==> src/rtl/adapt_uart_pkg.sv <==
// rtl/adapt_uart_pkg.sv - shared states, frame constants and pin indices for adapt_uart
package adapt_uart_pkg;

  typedef enum logic [2:0] {
    ST_IDLE,
    ST_START,
    ST_DATA,
    ST_PARITY,
    ST_STOP,
    ST_REPEAT
  } state_e;

  localparam int DATA_BITS  = 6;
  localparam int FRAME_BITS = 9;
  localparam int BIT_CNT_W  = $clog2(FRAME_BITS);

  localparam int UI_SER_EN    = 0;
  localparam int UI_IDLE_MODE = 1;
  localparam int UI_DATA_LSB  = 2;

  localparam int UO_TX          = 0;
  localparam int UO_BUSY        = 1;
  localparam int UO_REP_FLAG    = 2;
  localparam int UO_DONE        = 3;
  localparam int UO_REP_CNT_LSB = 4;

  localparam logic [3:0] REP_CNT_MAX = 4'd15;

  function automatic logic [3:0] sat_inc(input logic [3:0] v);
    return (v == REP_CNT_MAX) ? v : v + 4'd1;
  endfunction

endpackage

==> src/rtl/adapt_uart_baud_gen.sv <==
// rtl/adapt_uart_baud_gen.sv - bit-time strobe generator, held at zero while cleared
module uart_baud_gen #(
  parameter int CLKS_PER_BIT = 2
) (
  input  logic clk_i,
  input  logic rst_i,
  input  logic clear_i,
  output logic bit_tick_o
);

  localparam int CNT_W = (CLKS_PER_BIT > 1) ? $clog2(CLKS_PER_BIT) : 1;
  localparam logic [CNT_W-1:0] CNT_LAST = CNT_W'(CLKS_PER_BIT - 1);

  logic [CNT_W-1:0] cnt_q, cnt_d;

  assign bit_tick_o = (cnt_q == CNT_LAST);

  // Restart on every bit boundary so each bit lasts exactly CLKS_PER_BIT cycles
  always_comb begin
    cnt_d = cnt_q + CNT_W'(1);
    if (clear_i || bit_tick_o) begin
      cnt_d = '0;
    end
  end

  always_ff @(posedge clk_i) begin
    if (rst_i) begin
      cnt_q <= '0;
    end else begin
      cnt_q <= cnt_d;
    end
  end

endmodule

==> src/rtl/adapt_uart.sv <==
// rtl/adapt_uart.sv - 6-bit even-parity serial transmitter with repeat suppression
module adapt_uart
  import adapt_uart_pkg::*;
#(
  parameter int CLKS_PER_BIT = 2
) (
  input  logic       clk,
  input  logic       rst,
  input  logic       ena,
  input  logic [7:0] ui_in,
  input  logic [7:0] uio_in,
  output logic [7:0] uo_out,
  output logic [7:0] uio_out,
  output logic [7:0] uio_oe
);

  state_e                 state_q, state_d;
  logic [DATA_BITS-1:0]   shreg_q, shreg_d;
  logic [DATA_BITS-1:0]   last_data_q, last_data_d;
  logic                   last_valid_q, last_valid_d;
  logic                   par_q, par_d;
  logic [BIT_CNT_W-1:0]   bit_cnt_q, bit_cnt_d;
  logic [3:0]             rep_cnt_q, rep_cnt_d;
  logic                   done_q, done_d;
  logic                   tx, busy, rep_flag;
  logic                   bit_tick;

  logic                   ser_en, idle_mode;
  logic [DATA_BITS-1:0]   data;
  logic                   unused_ok;

  assign ser_en    = ui_in[UI_SER_EN];
  assign idle_mode = ui_in[UI_IDLE_MODE];
  assign data      = ui_in[UI_DATA_LSB +: DATA_BITS];
  assign unused_ok = &{1'b0, ena, uio_in};

  uart_baud_gen #(
    .CLKS_PER_BIT(CLKS_PER_BIT)
  ) u_baud (
    .clk_i     (clk),
    .rst_i     (rst),
    .clear_i   (state_q == ST_IDLE),
    .bit_tick_o(bit_tick)
  );

  always_comb begin
    state_d      = state_q;
    shreg_d      = shreg_q;
    last_data_d  = last_data_q;
    last_valid_d = last_valid_q;
    par_d        = par_q;
    bit_cnt_d    = bit_cnt_q;
    rep_cnt_d    = rep_cnt_q;
    done_d       = 1'b0;
    tx           = 1'b1;
    busy         = 1'b1;
    rep_flag     = 1'b0;

    unique case (state_q)
      ST_IDLE: begin
        busy      = 1'b0;
        bit_cnt_d = '0;
        par_d     = 1'b0;
        if (ser_en) begin
          shreg_d = data;
          if (idle_mode && last_valid_q && (data == last_data_q)) begin
            state_d   = ST_REPEAT;
            rep_cnt_d = sat_inc(rep_cnt_q);
          end else begin
            state_d = ST_START;
          end
        end
      end
      ST_START: begin
        tx = 1'b0;
        if (bit_tick) state_d = ST_DATA;
      end
      ST_DATA: begin
        tx = shreg_q[0];
        // Rotate rather than shift so the payload is intact again after the last bit
        if (bit_tick) begin
          shreg_d = {shreg_q[0], shreg_q[DATA_BITS-1:1]};
          par_d   = par_q ^ shreg_q[0];
          if (bit_cnt_q == BIT_CNT_W'(DATA_BITS - 1)) begin
            state_d   = ST_PARITY;
            bit_cnt_d = '0;
          end else begin
            bit_cnt_d = bit_cnt_q + BIT_CNT_W'(1);
          end
        end
      end
      ST_PARITY: begin
        tx = par_q;
        if (bit_tick) state_d = ST_STOP;
      end
      ST_STOP: begin
        if (bit_tick) begin
          state_d      = ST_IDLE;
          done_d       = 1'b1;
          last_data_d  = shreg_q;
          last_valid_d = 1'b1;
          rep_cnt_d    = '0;
        end
      end
      ST_REPEAT: begin
        rep_flag = 1'b1;
        if (bit_tick) begin
          if (bit_cnt_q == BIT_CNT_W'(FRAME_BITS - 1)) begin
            state_d = ST_IDLE;
            done_d  = 1'b1;
          end else begin
            bit_cnt_d = bit_cnt_q + BIT_CNT_W'(1);
          end
        end
      end
      default: begin
        state_d = ST_IDLE;
      end
    endcase
  end

  always_ff @(posedge clk) begin
    if (rst) begin
      state_q      <= ST_IDLE;
      shreg_q      <= '0;
      last_data_q  <= '0;
      last_valid_q <= 1'b0;
      par_q        <= 1'b0;
      bit_cnt_q    <= '0;
      rep_cnt_q    <= '0;
      done_q       <= 1'b0;
    end else begin
      state_q      <= state_d;
      shreg_q      <= shreg_d;
      last_data_q  <= last_data_d;
      last_valid_q <= last_valid_d;
      par_q        <= par_d;
      bit_cnt_q    <= bit_cnt_d;
      rep_cnt_q    <= rep_cnt_d;
      done_q       <= done_d;
    end
  end

  always_comb begin
    uo_out                            = '0;
    uo_out[UO_TX]                     = tx;
    uo_out[UO_BUSY]                   = busy;
    uo_out[UO_REP_FLAG]               = rep_flag;
    uo_out[UO_DONE]                   = done_q;
    uo_out[UO_REP_CNT_LSB +: 4]       = rep_cnt_q;
  end

  assign uio_out = 8'h00;
  assign uio_oe  = 8'h00;

endmodule

==> config.mk <==
export PLATFORM = sky130hd
export DESIGN_NAME = adapt_uart
export DESIGN_NICKNAME = d
export VERILOG_FILES = /design/src/rtl/adapt_uart_pkg.sv /design/src/rtl/adapt_uart_baud_gen.sv /design/src/rtl/adapt_uart.sv
export SDC_FILE = /design/constraint.sdc
export NUM_CORES = 1
export LEC_CHECK = 0
export BUFFER_PORTS_ARGS = -buffer_cell sky130_fd_sc_hd__buf_4
export CAP_MARGIN = 5
export CORE_AREA = 2 2 77 79
export CTS_CLUSTER_DIAMETER = 200
export DETAILED_ROUTE_END_ITERATION = 12
export DIE_AREA = 0 0 79 81
export PLACE_DENSITY = 0.55
export SYNTH_ARGS = -nofsm -noshare
export SYNTH_HDL_FRONTEND = slang
export SYNTH_SLANG_ARGS = --single-unit
==> constraint.sdc <==
create_clock -name clk -period 2.37 [get_ports clk]
set_clock_uncertainty 0.2 [all_clocks]
set_input_delay 0.474 -clock clk [delete_from_list [all_inputs] [get_ports clk]]
set_output_delay 0.474 -clock clk [all_outputs]
set_load 0.05 [all_outputs]
==> summary.md, run 1 <==
| Metric | Value |
|---|---|
| Status | `finished, final reports clean` |
| Post-synth top area share | `0.338` |
| Count of buffer and inverter cells on the critical path | `1` |
| Max VDD drop | `approximately 0.22 mV` |
| Number of port buffers | `17` |
| Req. time, crit path | `1700 ps` |
| HP Class | `flop to flop` |
| Normalized max-slew margin | `0.628` |
| Total GRT Usage | `0.104` |
| Pin count of the biggest net entering global routing | `29` |
| Fin crit share | `0.958` |
| Most used standard cell by instance count after synthesis | `dfxtp_1` |
| RSZ-0062 raised after global routing | `false` |
| Die Wd | `about 80 µm` |
| Synth Register Bits | `27` |
| Kind of cell adding the most delay to the critical path | `flip-flops` |
| CP cell instances | `a21oi_1, a311o_1, buf_4` |
| Post-route insts no fill | `around 280` |
| CTS HTree Levels | `1` |
| Max Slew Vio Count | `0` |
| Static leakage | `0.669 nW` |
| Seq/Total Area, Yosys | `0.338` |
| Post-DP HPWL | `2210 µm` |
| P per Cell Area | `between 600 and 700 mW/mm²` |
| Routed vias | `about 1200` |
| Crit path kind | `flop to output pin` |
| Fillers | `approximately 640` |
| # hold bufs at CTS | `0` |
| WL per Instance | `11.2 µm` |
| Row count | `28` |
| Dominant cell type by area after synthesis | `dfxtp_1` |
| Worst-path maximum fanout | `16` |
| Clk root buf | `clkbuf_8` |
| WL final | `~3200 µm` |
| First DRT Iteration DRCs | `81` |
| Initial antenna violation count | `0` |
| Slew @ Worst Pin | `approximately 560 ps` |
| # Post-CTS Setup Buffers | `0` |
| Main synth FF type | `dfxtp_1` |
| Via/cell ratio | `between 4 and 5` |
| Resize count post-CTS | `0` |
| Multi-input gate area | `a little over 900 µm²` |
| Max stage delay on crit path | `690 ps` |
| Synth Cell Area | `about 0.0016 mm²` |
| Combinational power share | `0.264` |
| Reg area | `roughly 540 µm²` |
| Clock share of power | `0.250` |
| Part of the power in registers | `0.487` |
| Drt pass-1 iters | `4` |
| Total net switching power | `381 µW` |
| Max-capacitance violation count | `0` |
| Clock transition at path regs | `around 100 ps` |
| Io pins | `43` |
| Top cell types by occurrence after synthesis | `27 x dfxtp_1, 24 x nor2_1, 23 x nand2_1` |
| Worst setup EP type | `output pin` |
| Number of synthesized flops with an enable pin | `0` |
| Latest clock arrival within the worst-skew pair | `between 200 and 300 ps` |
| # setup viols final | `0` |
| P_int | `~690 µW` |
| Synth Warn # | `0` |
| Worst EP arrival | `~1600 ps` |
| CTS tree | `done` |
| Antenna fix cells | `0` |
| Max Root-Sink Buffers | `2` |
| Final #Nets | `~230` |
| Netlist cell types | `40` |
| Starting density of the core | `0.282` |
| Syn avg cell area | `8.09 µm²` |
| Core Area | `around 0.0057 mm²` |
| Sw frac | `0.357` |
| First-pass GRT wire length | `between 5000 and 6000 µm` |
| Die height | `81 µm` |
| Synth-to-Final Area Change | `9.30%` |
| Setup TNS | `0 ps` |
| Final antenna-violating net count | `0` |
| Cts bufs inserted | `3` |
| Max Fclk | `approximately 440 MHz` |
| Final Hold Viols | `0` |
| Placed Cells | `279` |
| Layout cells sized above 1 | `0.159` |
| Crit path time final | `~2300 ps` |
| Asr flop ratio synth | `0` |
| Slowest CP cell | `dfxtp_1` |
| # DRC | `0` |
| Vias in the first global route | `about 1100` |
| Setup crit start kind | `flop` |
| Mapped Cells | `198` |
| Top cells by area, synth | `dfxtp_1 34%, buf_4 10%, a21oi_1 5.6%, nor2_1 5.6%, nand2_1 5.4%` |
| GR Overflow Total | `0` |
| Final GP Congestion | `just over 0.7` |
| Die area | `0.00640 mm²` |
| Clk sinks | `27` |
## flip-flops by register name, indices dropped and copies added, names as in the netlist, 3 cells and up
signal,flops
bit_cnt_q,4
last_data_q,6
rep_cnt_q,4
shreg_q,6
state_q,3
## cell families (layout without fill, tap and decap cells)
kind of cell	Yosys count	count (layout)	synth area share
and+or+nand+nor	84	84	0.276
adders and majority gates	4	4	0.0313
buffers and inverters	33	28	0.132
muxes	6	6	0.0375
DFF	27	27	0.338
xor gates and xnor gates	9	9	0.0492
AOI/OAI and AO/OA	34	34	0.134
other	1	16	0.00234
## routing by layer
metal  up-vias  global-route usage  wire length [µm]
met3         5              0.0322               146
li1        654                   -                 -
met4         0              0.0293                23
met1       558               0.137              1570
met5         -                   0                 0
met2        25               0.164              1440
## layout make-up
cell class                 count  area share
tap                           75      0.0536
multi-input combinational    153       0.518
clock buffer                   4      0.0257
timing repair buffer          20      0.0858
sequential                    27       0.309
inverter                       4     0.00858
## tightest hold or removal path, delay by kind of cell, from the launching register on
family,cells,cell delay [ps]
compound gates,1,50
simple gates,1,50
flops,1,330
## worst paths after layout
kind / start / endpoint / slack, ps / cells past startpoint
setup / recovery: state_q[1] / uo_out[0] / 100 / 3
hold / removal: last_data_q[5] / last_data_q[5] / 270 / 2
setup reg to reg: state_q[1] / state_q[2] / 370 / 4
hold reg to reg: last_data_q[5] / last_data_q[5] / 270 / 2
## per-stage QoR
stage	hold WS [ps]	utilization	worst slack, ps	power [mW]	area (µm²)
floorplan	240	-	639	0.784	1660
global placement	259	0.300	334	0.811	1710
detailed placement	259	0.300	312	0.812	1710
CTS	273	0.308	99.2	1.08	1750
global route	287	0.308	46.1	1.13	1750
finish	269	0.308	100	1.07	1750
## layout by cell type, fill, tap and decap left out, drive strengths merged
master   synthesis  final
a22o             1      1
a2111oi          1      1
inv              4      4
a22oi            1      1
conb             1     16
dfxtp           27     27
and4b            1      1
nand3           10     10
a211o            1      1
or2              3      3
nor3b            2      2
clkbuf           2      4
nand4            3      3
mux2i            6      6
ha               4      4
a21oi           20     20
o21ai            4      4
or2b             1      1
and3b            2      2
nor4             1      1
xor2             9      9
nand3b           2      2
a311o            2      2
nor2b            3      3
and2             2      2
nor3             6      6
a211oi           3      3
a221o            1      1
nor2            24     24
and2b            1      1
buf             27     20
nand2           23     23
## power by group through the flow
stage	Sequential (mW)	Clock [mW]	Combinational, mW
after global routing	0.523	0.299	0.310
after detailed placement	0.529	0	0.283
after floorplan	0.500	0	0.284
after CTS	0.518	0.282	0.284
after global placement	0.528	0	0.283
final	0.520	0.266	0.281
(Power assumes the default switching activity.)
==> inputs of run 2 (changes only) <==
- ABC_AREA: default -> 1
- CORE_AREA: 2 2 77 79 -> 2 2 79 81
- DIE_AREA: 0 0 79 81 -> 0 0 81 83
- RECOVER_POWER: default -> 100
==> run 2 against run 1 <==
Flip-flop and latch count unchanged. Clock power increased by 9.8%. Worst setup slack improved by 53 ps. Non-clock buffer count decreased by 1. Sequential share of layout area decreased by 0.75 points. First-iteration DRC count decreased by 26%. Utilization about the same. Critical endpoint unchanged. Largest power group is now combinational cells.
==> summary.md, run 2 <==
| Metric | Value |
|---|---|
| Status | `finished, final reports clean` |
| Power Total | `between 1.5 and 2 mW` |
| Max-capacitance violation count | `0` |
| Asr flop ratio synth | `0` |
| Via/cell ratio | `4.34` |
| # setup viols final | `0` |
| Clk sinks | `27` |
| Crit path time final | `about 2200 ps` |
| Seq/Total Area, Yosys | `0.316` |
| Fin area | `around 0.0018 mm²` |
| Normalized max-slew margin | `0.573` |
| Largest family of logic cells by synthesized area | `simple AND/OR/NAND/NOR gates` |
| Latest clock arrival within the worst-skew pair | `between 200 and 300 ps` |
| Req. time, crit path | `approximately 1700 ps` |
| # Post-CTS Setup Buffers | `0` |
| Syn avg cell area | `~6.9 µm²` |
| Top cell types by occurrence after synthesis | `46 x nand2_1, 32 x inv_1, 27 x dfxtp_1` |
| Max VDD drop | `between 0.4 and 0.5 mV` |
| Main synth FF type | `dfxtp_1` |
| Static leakage | `approximately 0.8 nW` |
| Crit path kind | `flop to output pin` |
| Reg2Reg Setup Slack | `between 200 and 250 ps` |
| Dominant cell type by area after synthesis | `dfxtp_1` |
| Io pins | `43` |
| Slew @ Worst Pin | `640 ps` |
| Row count | `28` |
| CTS HTree Levels | `1` |
| Clock transition at path regs | `110 ps` |
| Clk root buf | `clkbuf_8` |
| Hold path cells | `2` |
| # hold bufs at CTS | `0` |
| Worst r2r src | `state_q[0]` |
| Core Area | `0.00582 mm²` |
| Max Slew Vio Count | `0` |
| Synth Warn # | `0` |
| Antenna fix cells | `0` |
| Most common cell after layout, fill and taps aside | `nand2_1` |
| Synth Cell Area | `between 0.0015 and 0.002 mm²` |
| Hold WS | `about 190 ps` |
| Mapped Cells | `between 200 and 250` |
| Die height | `between 80 and 90 µm` |
| Number of synthesized flops with an enable pin | `0` |
| Max Fclk | `between 400 and 500 MHz` |
| R2R depth | `9` |
| Cts bufs inserted | `3` |
| Share of synthesized area spent on multiplexers | `0` |
| Max Root-Sink Buffers | `2` |
| Final Hold Viols | `0` |
| CTS tree | `done` |
| Reg-to-reg endpoint | `bit_cnt_q[3]` |
| Starting density of the core | `0.294` |
| Post-Synth Simple-Gate Area | `0.277` |
| HP Class | `input pin to flop` |
| Pin count of the biggest net entering global routing | `19` |
| Die Wd | `just over 80 µm` |
| Placed Cells | `331` |
| Fin crit share | `0.935` |
| Reg area | `541 µm²` |
| Drt pass-1 iters | `4` |
| Top cells by area, synth | `dfxtp_1 32%, nand2_1 10%, buf_4 9.7%, a21oi_1 7.0%, inv_1 7.0%` |
| Setup TNS | `0 ps` |
| Post-synth top area share | `0.316` |
| Final #Nets | `about 280` |
| Most used standard cell by instance count after synthesis | `nand2_1` |
| Synth Register Bits | `27` |
| Multi-input gate area | `846 µm²` |
| Number of port buffers | `17` |
| Worst EP arrival | `around 1500 ps` |
| Hold Crit Start | `rst` |
| RSZ-0062 raised after global routing | `false` |
| Die area | `~0.0067 mm²` |
| WL final | `3390 µm` |
| # DRC | `0` |
| Resize count post-CTS | `0` |
| Vias in the first global route | `between 1000 and 1500` |
| Synth-to-Final Area Change | `4.98%` |
| Total GRT Usage | `0.105` |
| Post-Synth XOR/XNOR Area | `0.00512` |
| Fillers | `between 600 and 700` |
| Final antenna-violating net count | `0` |
| Dpl cell area | `~0.0018 mm²` |
| Setup crit start kind | `flop` |
| Post-DP HPWL | `between 2000 and 3000 µm` |
| Post-route insts no fill | `around 340` |
| WL per Instance | `slightly above 10 µm` |
| Netlist cell types | `28` |
| GR Overflow Total | `0` |
| Largest regs | `last_data_q x6, shreg_q x6` |
| Routed vias | `roughly 1500` |
| Worst setup EP type | `output pin` |
| Final GP Congestion | `around 0.78` |
| Post-Synth Adder-Cell Area | `0.0293` |
| First-pass GRT wire length | `~5800 µm` |
| Commonest non-fill, non-tap cells in the layout | `51 x nand2_1, 35 x inv_1, 27 x dfxtp_1` |
| Compound-Gate Fraction of Synth Area | `0.171` |
| Initial antenna violation count | `0` |
| Worst-path maximum fanout | `5` |
| First DRT Iteration DRCs | `60` |
| Layout cells sized above 1 | `0.123` |
| P per Cell Area | `934 mW/mm²` |
| Hold Path Sink | `state_q[1]` |
-- run 2: changes by cell type after synthesis, sizes merged, moves of 3 or more --
cell    delta
xor2       -8
nor2b      -3
a21oi      +6
nand4      -3
nand3      +6
o21ai     +22
a211oi     -3
inv       +35
mux2i      -6
nand2     +31
nor2       -5
-- run 2: cell families (layout without fill, tap and decap cells) --
family,after synthesis,count (layout)
AOI/OAI and AO/OA,54,54
xor gates and xnor gates,1,1
adders and majority gates,4,4
buffers and inverters,65,62
DFF,27,27
other,1,16
and+or+nand+nor,96,96
-- run 2: cell type report --
| class | instances | share of cell area |
|---|---|---|
| well taps | 75 | 0.0523 |
| flip-flops and latches | 27 | 0.301 |
| clock inverters | 1 | 0.00488 |
| multi-input cells | 171 | 0.471 |
| repair buffers | 19 | 0.0642 |
| inverters | 39 | 0.0830 |
| clock buffers | 3 | 0.0230 |
-- run 2: critical path, cell delays in order, from the launching register on --
cell and delay (ps):
dfxtp_1 410, inv_1 150, nor3_1 150, inv_1 70, o2111ai_1 230, buf_4 250
-- run 2: layer usage --
layer  vias up  global-route usage  wire length, µm
li1        773                   -                -
met1       646               0.139             1650
met2        34               0.171             1550
met3         2              0.0283              180
met4         0              0.0200               15
met5         -                   0                0
-- run 2: worst max-delay path by stage --
stage | end | depth (start not counted) | from
6_report | uo_out[0] | 5 | state_q[1]
5_1_grt | last_data_q[0] | 5 | state_q[2]
4_1_cts | uo_out[0] | 4 | state_q[2]
3_5_place_dp | uo_out[0] | 4 | state_q[2]
3_3_place_gp | uo_out[0] | 4 | state_q[2]
2_1_floorplan | uo_out[0] | 6 | state_q[0]
-- run 2: report_power, final --
part,internal [mW],switching [mW]
Sequential,0.540,0.0677
Clock,0.124,0.169
Combinational,0.211,0.566
Total,0.874,0.802
-- run 2: metrics by stage --
stage | setup WS [ps] | util
2_1_floorplan | 602 | -
3_3_place_gp | 467 | 0.312
3_5_place_dp | 455 | 0.312
4_1_cts | 130 | 0.320
5_1_grt | 77.4 | 0.309
6_report | 153 | 0.309
